===== config.mk =====
export PLATFORM = sky130hd
export DESIGN_NAME = alarm_mode_ctrl
export DESIGN_NICKNAME = d
export VERILOG_FILES = /design/src/rtl/alarm_mode_ctrl.sv
export SDC_FILE = /design/constraint.sdc
export NUM_CORES = 1
export LEC_CHECK = 0
export CAP_MARGIN = 15
export CORE_UTILIZATION = 45
export DETAILED_ROUTE_END_ITERATION = 7
export MAX_ROUTING_LAYER = met4
export PLACE_DENSITY = 0.67
export SLEW_MARGIN = 20
export SYNTH_ARGS = -nofsm -noshare
export SYNTH_HDL_FRONTEND = slang
export SYNTH_SLANG_ARGS = --single-unit

===== constraint.sdc =====
create_clock -name clk -period 3.3 [get_ports clk]
set_input_delay 0.66 -clock clk [delete_from_list [all_inputs] [get_ports clk]]
set_output_delay 0.66 -clock clk [all_outputs]
set_load 0.05 [all_outputs]

===== src/rtl/alarm_mode_ctrl.sv =====
// Alarm clock central controller: arbitrates button pulses, sequences the mode FSM,
// keeps time-of-day and alarm registers, and drives the ring output with auto-stop.
module alarm_mode_ctrl #(
  parameter int unsigned RING_SECS = 60
) (
  input  logic       clk,
  input  logic       rst,
  input  logic       btn_c,
  input  logic       btn_r,
  input  logic       btn_l,
  input  logic       btn_u,
  input  logic       btn_d,
  input  logic       sec_tick,
  output logic [2:0] mode,
  output logic [4:0] hour,
  output logic [5:0] minute,
  output logic [5:0] second,
  output logic [4:0] a_hour,
  output logic [5:0] a_min,
  output logic       alarm_en,
  output logic       alarm_ring
);

  typedef enum logic [2:0] {
    CLOCK     = 3'd0,
    ADJ_HOUR  = 3'd1,
    ADJ_MIN   = 3'd2,
    ADJ_AHOUR = 3'd3,
    ADJ_AMIN  = 3'd4
  } mode_e;

  localparam logic [7:0] RING_LAST = 8'(RING_SECS - 1);

  mode_e      mode_q, mode_d;
  logic [4:0] hour_q, hour_d, ahour_q, ahour_d;
  logic [5:0] min_q, min_d, sec_q, sec_d, amin_q, amin_d;
  logic       en_q, en_d, ring_q, ring_d;
  logic [7:0] cnt_q, cnt_d;
  logic       p_c, p_r, p_l, p_u, p_d, press, run;

  // Fixed priority c > r > l > u > d; losers are dropped.
  assign p_c   = btn_c;
  assign p_r   = btn_r & ~btn_c;
  assign p_l   = btn_l & ~btn_c & ~btn_r;
  assign p_u   = btn_u & ~btn_c & ~btn_r & ~btn_l;
  assign p_d   = btn_d & ~btn_c & ~btn_r & ~btn_l & ~btn_u;
  assign press = btn_c | btn_r | btn_l | btn_u | btn_d;
  assign run   = sec_tick && (mode_q != ADJ_HOUR) && (mode_q != ADJ_MIN);

  always_comb begin
    mode_d  = mode_q;
    hour_d  = hour_q;
    min_d   = min_q;
    sec_d   = sec_q;
    ahour_d = ahour_q;
    amin_d  = amin_q;
    en_d    = en_q;
    ring_d  = ring_q;
    cnt_d   = cnt_q;

    if (run) begin
      if (sec_q == 6'd59) begin
        sec_d = 6'd0;
        if (min_q == 6'd59) begin
          min_d  = 6'd0;
          hour_d = (hour_q == 5'd23) ? 5'd0 : hour_q + 5'd1;
        end else begin
          min_d = min_q + 6'd1;
        end
      end else begin
        sec_d = sec_q + 6'd1;
      end
    end

    if (ring_q) begin
      if (press) begin
        ring_d = 1'b0;
        cnt_d  = 8'd0;
      end else if (sec_tick) begin
        if (cnt_q == RING_LAST) begin
          ring_d = 1'b0;
          cnt_d  = 8'd0;
        end else begin
          cnt_d = cnt_q + 8'd1;
        end
      end
    end else begin
      case (mode_q)
        CLOCK: begin
          if (p_c)      mode_d = ADJ_HOUR;
          else if (p_u) en_d   = ~en_q;
        end
        default: begin
          if (p_c)      mode_d = CLOCK;
          else if (p_r) mode_d = (mode_q == ADJ_AMIN) ? ADJ_HOUR : mode_e'(mode_q + 3'd1);
          else if (p_l) mode_d = (mode_q == ADJ_HOUR) ? ADJ_AMIN : mode_e'(mode_q - 3'd1);
          else if (p_u || p_d) begin
            // Time fields are only edited while frozen, so no clash with the tick cascade.
            case (mode_q)
              ADJ_HOUR: begin
                if (p_u) hour_d = (hour_q == 5'd23) ? 5'd0 : hour_q + 5'd1;
                else     hour_d = (hour_q == 5'd0) ? 5'd23 : hour_q - 5'd1;
                sec_d = 6'd0;
              end
              ADJ_MIN: begin
                if (p_u) min_d = (min_q == 6'd59) ? 6'd0 : min_q + 6'd1;
                else     min_d = (min_q == 6'd0) ? 6'd59 : min_q - 6'd1;
                sec_d = 6'd0;
              end
              ADJ_AHOUR: begin
                if (p_u) ahour_d = (ahour_q == 5'd23) ? 5'd0 : ahour_q + 5'd1;
                else     ahour_d = (ahour_q == 5'd0) ? 5'd23 : ahour_q - 5'd1;
              end
              ADJ_AMIN: begin
                if (p_u) amin_d = (amin_q == 6'd59) ? 6'd0 : amin_q + 6'd1;
                else     amin_d = (amin_q == 6'd0) ? 6'd59 : amin_q - 6'd1;
              end
              default: ;
            endcase
          end
        end
      endcase

      if (run && en_q && hour_d == ahour_q && min_d == amin_q && sec_d == 6'd0)
        ring_d = 1'b1;
    end
  end

  always_ff @(posedge clk) begin
    if (rst) begin
      mode_q  <= CLOCK;
      hour_q  <= 5'd0;
      min_q   <= 6'd0;
      sec_q   <= 6'd0;
      ahour_q <= 5'd0;
      amin_q  <= 6'd0;
      en_q    <= 1'b0;
      ring_q  <= 1'b0;
      cnt_q   <= 8'd0;
    end else begin
      mode_q  <= mode_d;
      hour_q  <= hour_d;
      min_q   <= min_d;
      sec_q   <= sec_d;
      ahour_q <= ahour_d;
      amin_q  <= amin_d;
      en_q    <= en_d;
      ring_q  <= ring_d;
      cnt_q   <= cnt_d;
    end
  end

  assign mode       = mode_q;
  assign hour       = hour_q;
  assign minute     = min_q;
  assign second     = sec_q;
  assign a_hour     = ahour_q;
  assign a_min      = amin_q;
  assign alarm_en   = en_q;
  assign alarm_ring = ring_q;

endmodule


## Yosys cells after proc, flatten, opt, wreduce, memory -nomap -nowiden

Cells that the tools add are included.

- Register bits after elaboration: 41
- Bits of input ports: 8
- Output and inout port bits: 33
- Word-level logic and storage cells: 138

- Add/sub/neg operators: 12
- Equal/unequal tests: 15
- Multiplexer cells: 58
- Bitwise gates (word level): 23
- Reduce and logical (&&, ||, !) cells: 21

Operators by type and width:

| kind | number |
|---|---|
| 6-bit 2-to-1 mux | 26 |
| 5-bit 2-to-1 mux | 17 |
| 8-bit 2-to-1 mux | 3 |
| 3-bit 2-to-1 mux | 7 |
| 6-bit by 1-bit adder with 6-bit output (second input constant) | 3 |
| 6-bit == test (second input constant) | 3 |
| 6-bit zero test | 3 |
| 7-bit AND reduction | 2 |
| 6-bit by 1-bit subtractor with 6-bit output (second input constant) | 2 |
| 5-bit by 1-bit adder with 5-bit output (second input constant) | 2 |
| 1-bit AND | 10 |
| 5-bit == test (second input constant) | 2 |
| 5-bit zero test | 2 |
| 5-bit by 1-bit subtractor with 5-bit output (second input constant) | 2 |
| 1-bit inverter | 9 |
| 8-bit by 1-bit adder with 8-bit output (second input constant) | 1 |
| 8-bit by 6-bit == test with 1-bit output (second input constant) | 1 |
| 3-bit by 2-bit == test with 1-bit output (second input constant) | 2 |
| 6-bit == test | 1 |
| 1-bit logical AND | 6 |
| 5-bit == test | 1 |
| 1-bit 2-to-1 mux | 5 |
| 1-bit OR | 4 |
| 4-bit AND reduction | 1 |
| 14 further kinds | 14 |

## Logic depth before layout (Yosys ltp)

Gate-level depths: netlist (run 1).

- Depth after elaboration: 18
- Mapped depth: 11
- Gate-level depth less buffers: 10

## Worst setup path before layout (run 1)

No wires, ideal clock.

- Path type: reg2reg
- Start point: register mode_q[0] (netlist: mode[0])
- End point: register ring_q (netlist: alarm_ring)
- Setup time: 0.069 ns
- Arrival time: 2.858 ns
- Data required time: 3.231 ns
- Setup slack: 0.373 ns
- Cell stages (with the launch flop): 11
- Path buffers: 0
- Clock period less this slack: 2.927 ns
- Cells stage by stage: dfxtp_1 > inv_1 > ha_1 > o21bai_1 > nand4_1 > or4_1 > a31oi_1 > xor2_1 > a2111oi_2 > nand4_1 > o21ai_1

- Cells in the longest elaborated chain, start to end: 17
- Elaborated cells between the ends (all ways): 41
- Those cells by class: 6 x eq/ne; 26 x mux; 9 x reduce/logical

RTL lines:

| what | RTL line | source |
|---|---|---|
| from (decl) | 34 | `mode_e mode_q, mode_d;` |
| from (signal assigned) | 141 | `mode_q <= mode_d;` |
| 3-bit by 1-bit inequality test with 1-bit output | 48 | `assign run = sec_tick && (mode_q != ADJ_HOUR) && (mode_q != ADJ_MIN);` |
| 1-bit logical AND (2 in series) | 48 |  |
| 5-bit 2-to-1 mux | 61 | `if (run) begin` |
| 5-bit 2-to-1 mux | 99 | `case (mode_q)` |
| 5-bit 2-to-1 mux | 97 | `else if (p_u \|\| p_d) begin` |
| 5-bit 2-to-1 mux | 96 | `else if (p_l) mode_d = (mode_q == ADJ_HOUR) ? ADJ_AMIN : mode_e'(mode_q - 3'd1);` |
| 5-bit 2-to-1 mux | 95 | `else if (p_r) mode_d = (mode_q == ADJ_AMIN) ? ADJ_HOUR : mode_e'(mode_q + 3'd1);` |
| 5-bit 2-to-1 mux | 94 | `if (p_c) mode_d = CLOCK;` |
| 5-bit 2-to-1 mux | 88 | `case (mode_q)` |
| 5-bit 2-to-1 mux | 75 | `if (ring_q) begin` |
| 5-bit == test | 124 | `if (run && en_q && hour_d == ahour_q && min_d == amin_q && sec_d == 6'd0)` |
| 1-bit logical AND (2 in series) | 124 |  |
| 1-bit logical AND * | 124 |  |
| 1-bit 2-to-1 mux * | 124 |  |
| 1-bit 2-to-1 mux * | 75 |  |
| to (signal assigned) | 148 | `ring_q <= ring_d;` |
| to (decl) | 37 | `logic en_q, en_d, ring_q, ring_d;` |

Mark *: on every way between the ends. The rest lies on a longest branch, timed or not. The select of a mux whose other input is x is not followed.
A chain may end at the register's enable or synchronous reset.

## Final worst setup path (run 1)

- Start point: input btn_c
- End point: register ring_q (netlist: alarm_ring)

- Cells in the longest elaborated chain, start to end: 18
- Elaborated cells between the ends (all ways): 47
- Those cells by class: 2 x eq/ne; 25 x mux; 15 x bitwise; 5 x reduce/logical

RTL lines:

| what | RTL line | source |
|---|---|---|
| from (decl) | 8 | `input logic btn_c,` |
| 1-bit inverter (no line) | n/a |  |
| 1-bit AND (on tied branches) (3 in series) | 45, 46 |  |
| 5-bit 2-to-1 mux or 1-bit AND (tied branches) | 101, 46 |  |
| 5-bit 2-to-1 mux or 1-bit logical OR (tied branches) | 99, 97 |  |
| 5-bit 2-to-1 mux | 97 |  |
| 5-bit 2-to-1 mux | 96 |  |
| 5-bit 2-to-1 mux | 95 |  |
| 5-bit 2-to-1 mux | 94 |  |
| 5-bit 2-to-1 mux | 88 |  |
| 5-bit 2-to-1 mux | 75 |  |
| 5-bit == test | 124 |  |
| 1-bit logical AND (3 in series) | 124 |  |
| 1-bit 2-to-1 mux | 124 |  |
| 1-bit 2-to-1 mux * | 75 |  |

Marks and branches as above.

==> metrics.txt, run 1 <==
TritonCTS buffer count=5; nets@finish=534; Tmin final=about 2.9 ns; core box area=between 7000 and 8000 sq um; TritonRoute pass-1 iters=6; Gate Count Post-Synth=between 400 and 500; commonest non-fill, non-tap cell in the layout=nor2_1; routability cong.=slightly below 1; critical path type=in -> reg; Hold Path Class=reg -> reg; worst hold stages=2; Max Clock Skew=around 0.0064 ns; GR Util All Layers=0.253; leakage power=1.50 nW; largest cells by area after synthesis=dfxtp_1 (24%), ha_1 (6.6%), a21oi_1 (6.1%); port bufs=40; Critical Path Sink Type=flop; most frequent cells in the layout=nor2_1 (56), a21oi_1 (42), dfxtp_1 (41); clk_lat worst skew=about 0.3 ns; Mapped Nets=500; H-tree levels=2; Synth top area share=0.239; num ports=roughly 40; Clock Sinks=slightly above 40; Util after Layout=0.562; DRT Wirelength=9.47 mm; Final Hold Fails=0; Synth Area in Compound Gates=0.262; mux cell area share after synthesis=0.0223; Routed Antenna Nets=0; DIE AREA=approximately 8000 sq um; Tightest Pin Transition=0.664 ns; Worst EP required=approximately 3.5 ns; setup violators final=0; post-DR vias/cell=5.92; final period utilization=0.885; Starting Density=0.470; Ant. Diodes=0; Post-synth EDFFs=0; Reg2Reg Depth=9; outcome=complete, no violations; CTS Buffer Depth=2; hold buffers post-CTS=0; DRC Markers=0; maximum capacitance violations=0; post-DP HPWL=~6.8 mm; CP max FO=11; VDD IR-drop max=219 uV; simple-gate share of the synthesized area=0.279; Power per Cell Area=between 300 and 400 nW/um^2; most used flip-flop cell after synthesis=dfxtp_1; CTS-repair resized insts=0; largest family of logic cells by synthesized area=simple AND/OR/NAND/NOR gates; layout cells sized above 1=0.0747; max-slew violations=0; DR iter-0 viols=~390; relative slew slack=0.546; Avg WL per Cell=between 15 and 20 um; FILL cells=between 700 and 800; Startpoint Class=input pin; worst hold margin=between 0.4 and 0.5 ns; Chip Height=~90 um; average size of a mapped cell=~7.2 sq um; Yosys reg bits=around 40; unrepaired setup endpoints after global routing=false; Distinct cells, synth=65; CTS tree=built; warnings from Yosys=0; Mapped Area=about 3400 sq um; DIE WIDTH=between 80 and 90 um; first-pass GRT wire length=around 15 mm; via count=3602; CTS Root Buffer Type=clkbuf_8; area delta synth->final=19.6%; share of flip-flops with an asynchronous set or reset=0; Synth Area in XOR/XNOR=0.0638; Arr. time, crit path=between 3 and 4 ns; largest area contributor in the netlist=dfxtp_1; largest net degree at the start of global routing=31; antenna violations before repair=0; vias in the first global route=around 3200; Synth Area in Adders=0.0657; sequential area share after synthesis=0.239; postcts setup bufs=0; Placement Rows=31; Congestion Overflow GR=0; Peak Freq=~0.34 GHz; Setup TNS=0 ns; Worst-path clk slew=0.09 ns
routing by layer:
layer	track usage	routed length, um	vias up
met5	-	0	-
met4	0.108	219	0
li1	-	-	1797
met1	0.324	4280	1633
met3	0.0554	724	22
met2	0.382	4240	150
final timing paths:
kind / end / startpoint / slack (ns)
setup / recovery: alarm_ring / btn_c / 0.38
hold / removal: cnt_q[1] / cnt_q[1] / 0.49
setup reg to reg: alarm_ring / minute[1] / 0.40
hold reg to reg: cnt_q[1] / cnt_q[1] / 0.49
cell usage after synthesis (all sizes together), types with 8 or more instances:
master and count:
nand4 11, dfxtp 41, xor2 11, o21ai 36, a211oi 8, ha 18, xnor2 14, nand3 18
a31oi 8, nor3 17, inv 21, nand2 37, clkbuf 28, nor2 56, a21oi 42
critical path, cell delays in order:
cell             delay (ns)
clkdlybuf4s50_1        0.44
buf_4                  0.18
nor4b_4                0.49
buf_4                  0.28
nor3_1                 0.07
a311oi_1               0.30
o311ai_0               0.21
a211oi_1               0.23
nand4_1                0.14
o21ai_1                0.14
cells by family (layout without fill, tap and decap cells):
kind of cell | count (synthesis) | in the layout
AOI/OAI and AO/OA | 141 | 141
xor gates and xnor gates | 25 | 25
adders and majority gates | 18 | 18
buffers and inverters | 56 | 91
DFF | 41 | 41
muxes | 7 | 7
and+or+nand+nor | 186 | 186
sequential cells by signal, indices dropped and copies added (netlist names):
| register | flops |
|---|---|
| alarm_ring | 1 |
| minute | 6 |
| a_hour | 5 |
| a_min | 6 |
| mode | 3 |
| alarm_en | 1 |
| cnt_q | 8 |
| hour | 5 |
| second | 6 |
cell type report:
class | instances | area, sq um | share of cell area
Multi-Input combinational cell | 377 | 2380 | 0.580
Inverter | 21 | 78.8 | 0.0192
Timing Repair Buffer | 62 | 566 | 0.138
Clock inverter | 3 | 65.1 | 0.0159
Tap cell | 99 | 124 | 0.0302
Sequential cell | 41 | 821 | 0.200
Clock buffer | 5 | 68.8 | 0.0168
report_power, final:
part | switching (mW) | internal [mW] | total (mW)
logic | 0.183 | 0.111 | 0.293
registers | 0.0276 | 0.508 | 0.535
clock network | 0.189 | 0.301 | 0.490
per-stage QoR:
step	area [sq um]	cells	worst slack (ns)	power, mW
after detailed placement	3970	600	0.138	0.837
after global placement	3970	600	0.166	0.835
after CTS	4100	608	0.399	1.33
final	4100	608	0.379	1.32
after floorplan	3430	474	0.373	0.749
after global routing	4100	608	0.135	1.38
Note: power is estimated with default switching activity, not from simulation.
==> run 2: changes to the inputs <==
--- a/config.mk
+++ b/config.mk
@@ -10,7 +10,7 @@
 export DETAILED_ROUTE_END_ITERATION = 7
 export MAX_ROUTING_LAYER = met4
 export PLACE_DENSITY = 0.67
-export SLEW_MARGIN = 20
+export SLEW_MARGIN = 40
 export SYNTH_ARGS = -nofsm -noshare
 export SYNTH_HDL_FRONTEND = slang
 export SYNTH_SLANG_ARGS = --single-unit
==> results of run 2 <==
Final layout, timing and power as in run 1 (identical DEF).
==> run 3: changes to the inputs <==
--- a/config.mk
+++ b/config.mk
@@ -5,6 +5,7 @@
 export SDC_FILE = /design/constraint.sdc
 export NUM_CORES = 1
 export LEC_CHECK = 0
+export ABC_CLOCK_PERIOD_IN_PS = 3300
 export CAP_MARGIN = 15
 export CORE_UTILIZATION = 45
 export DETAILED_ROUTE_END_ITERATION = 7
==> results of run 3 <==
Final layout, timing and power as in run 1 (identical DEF).
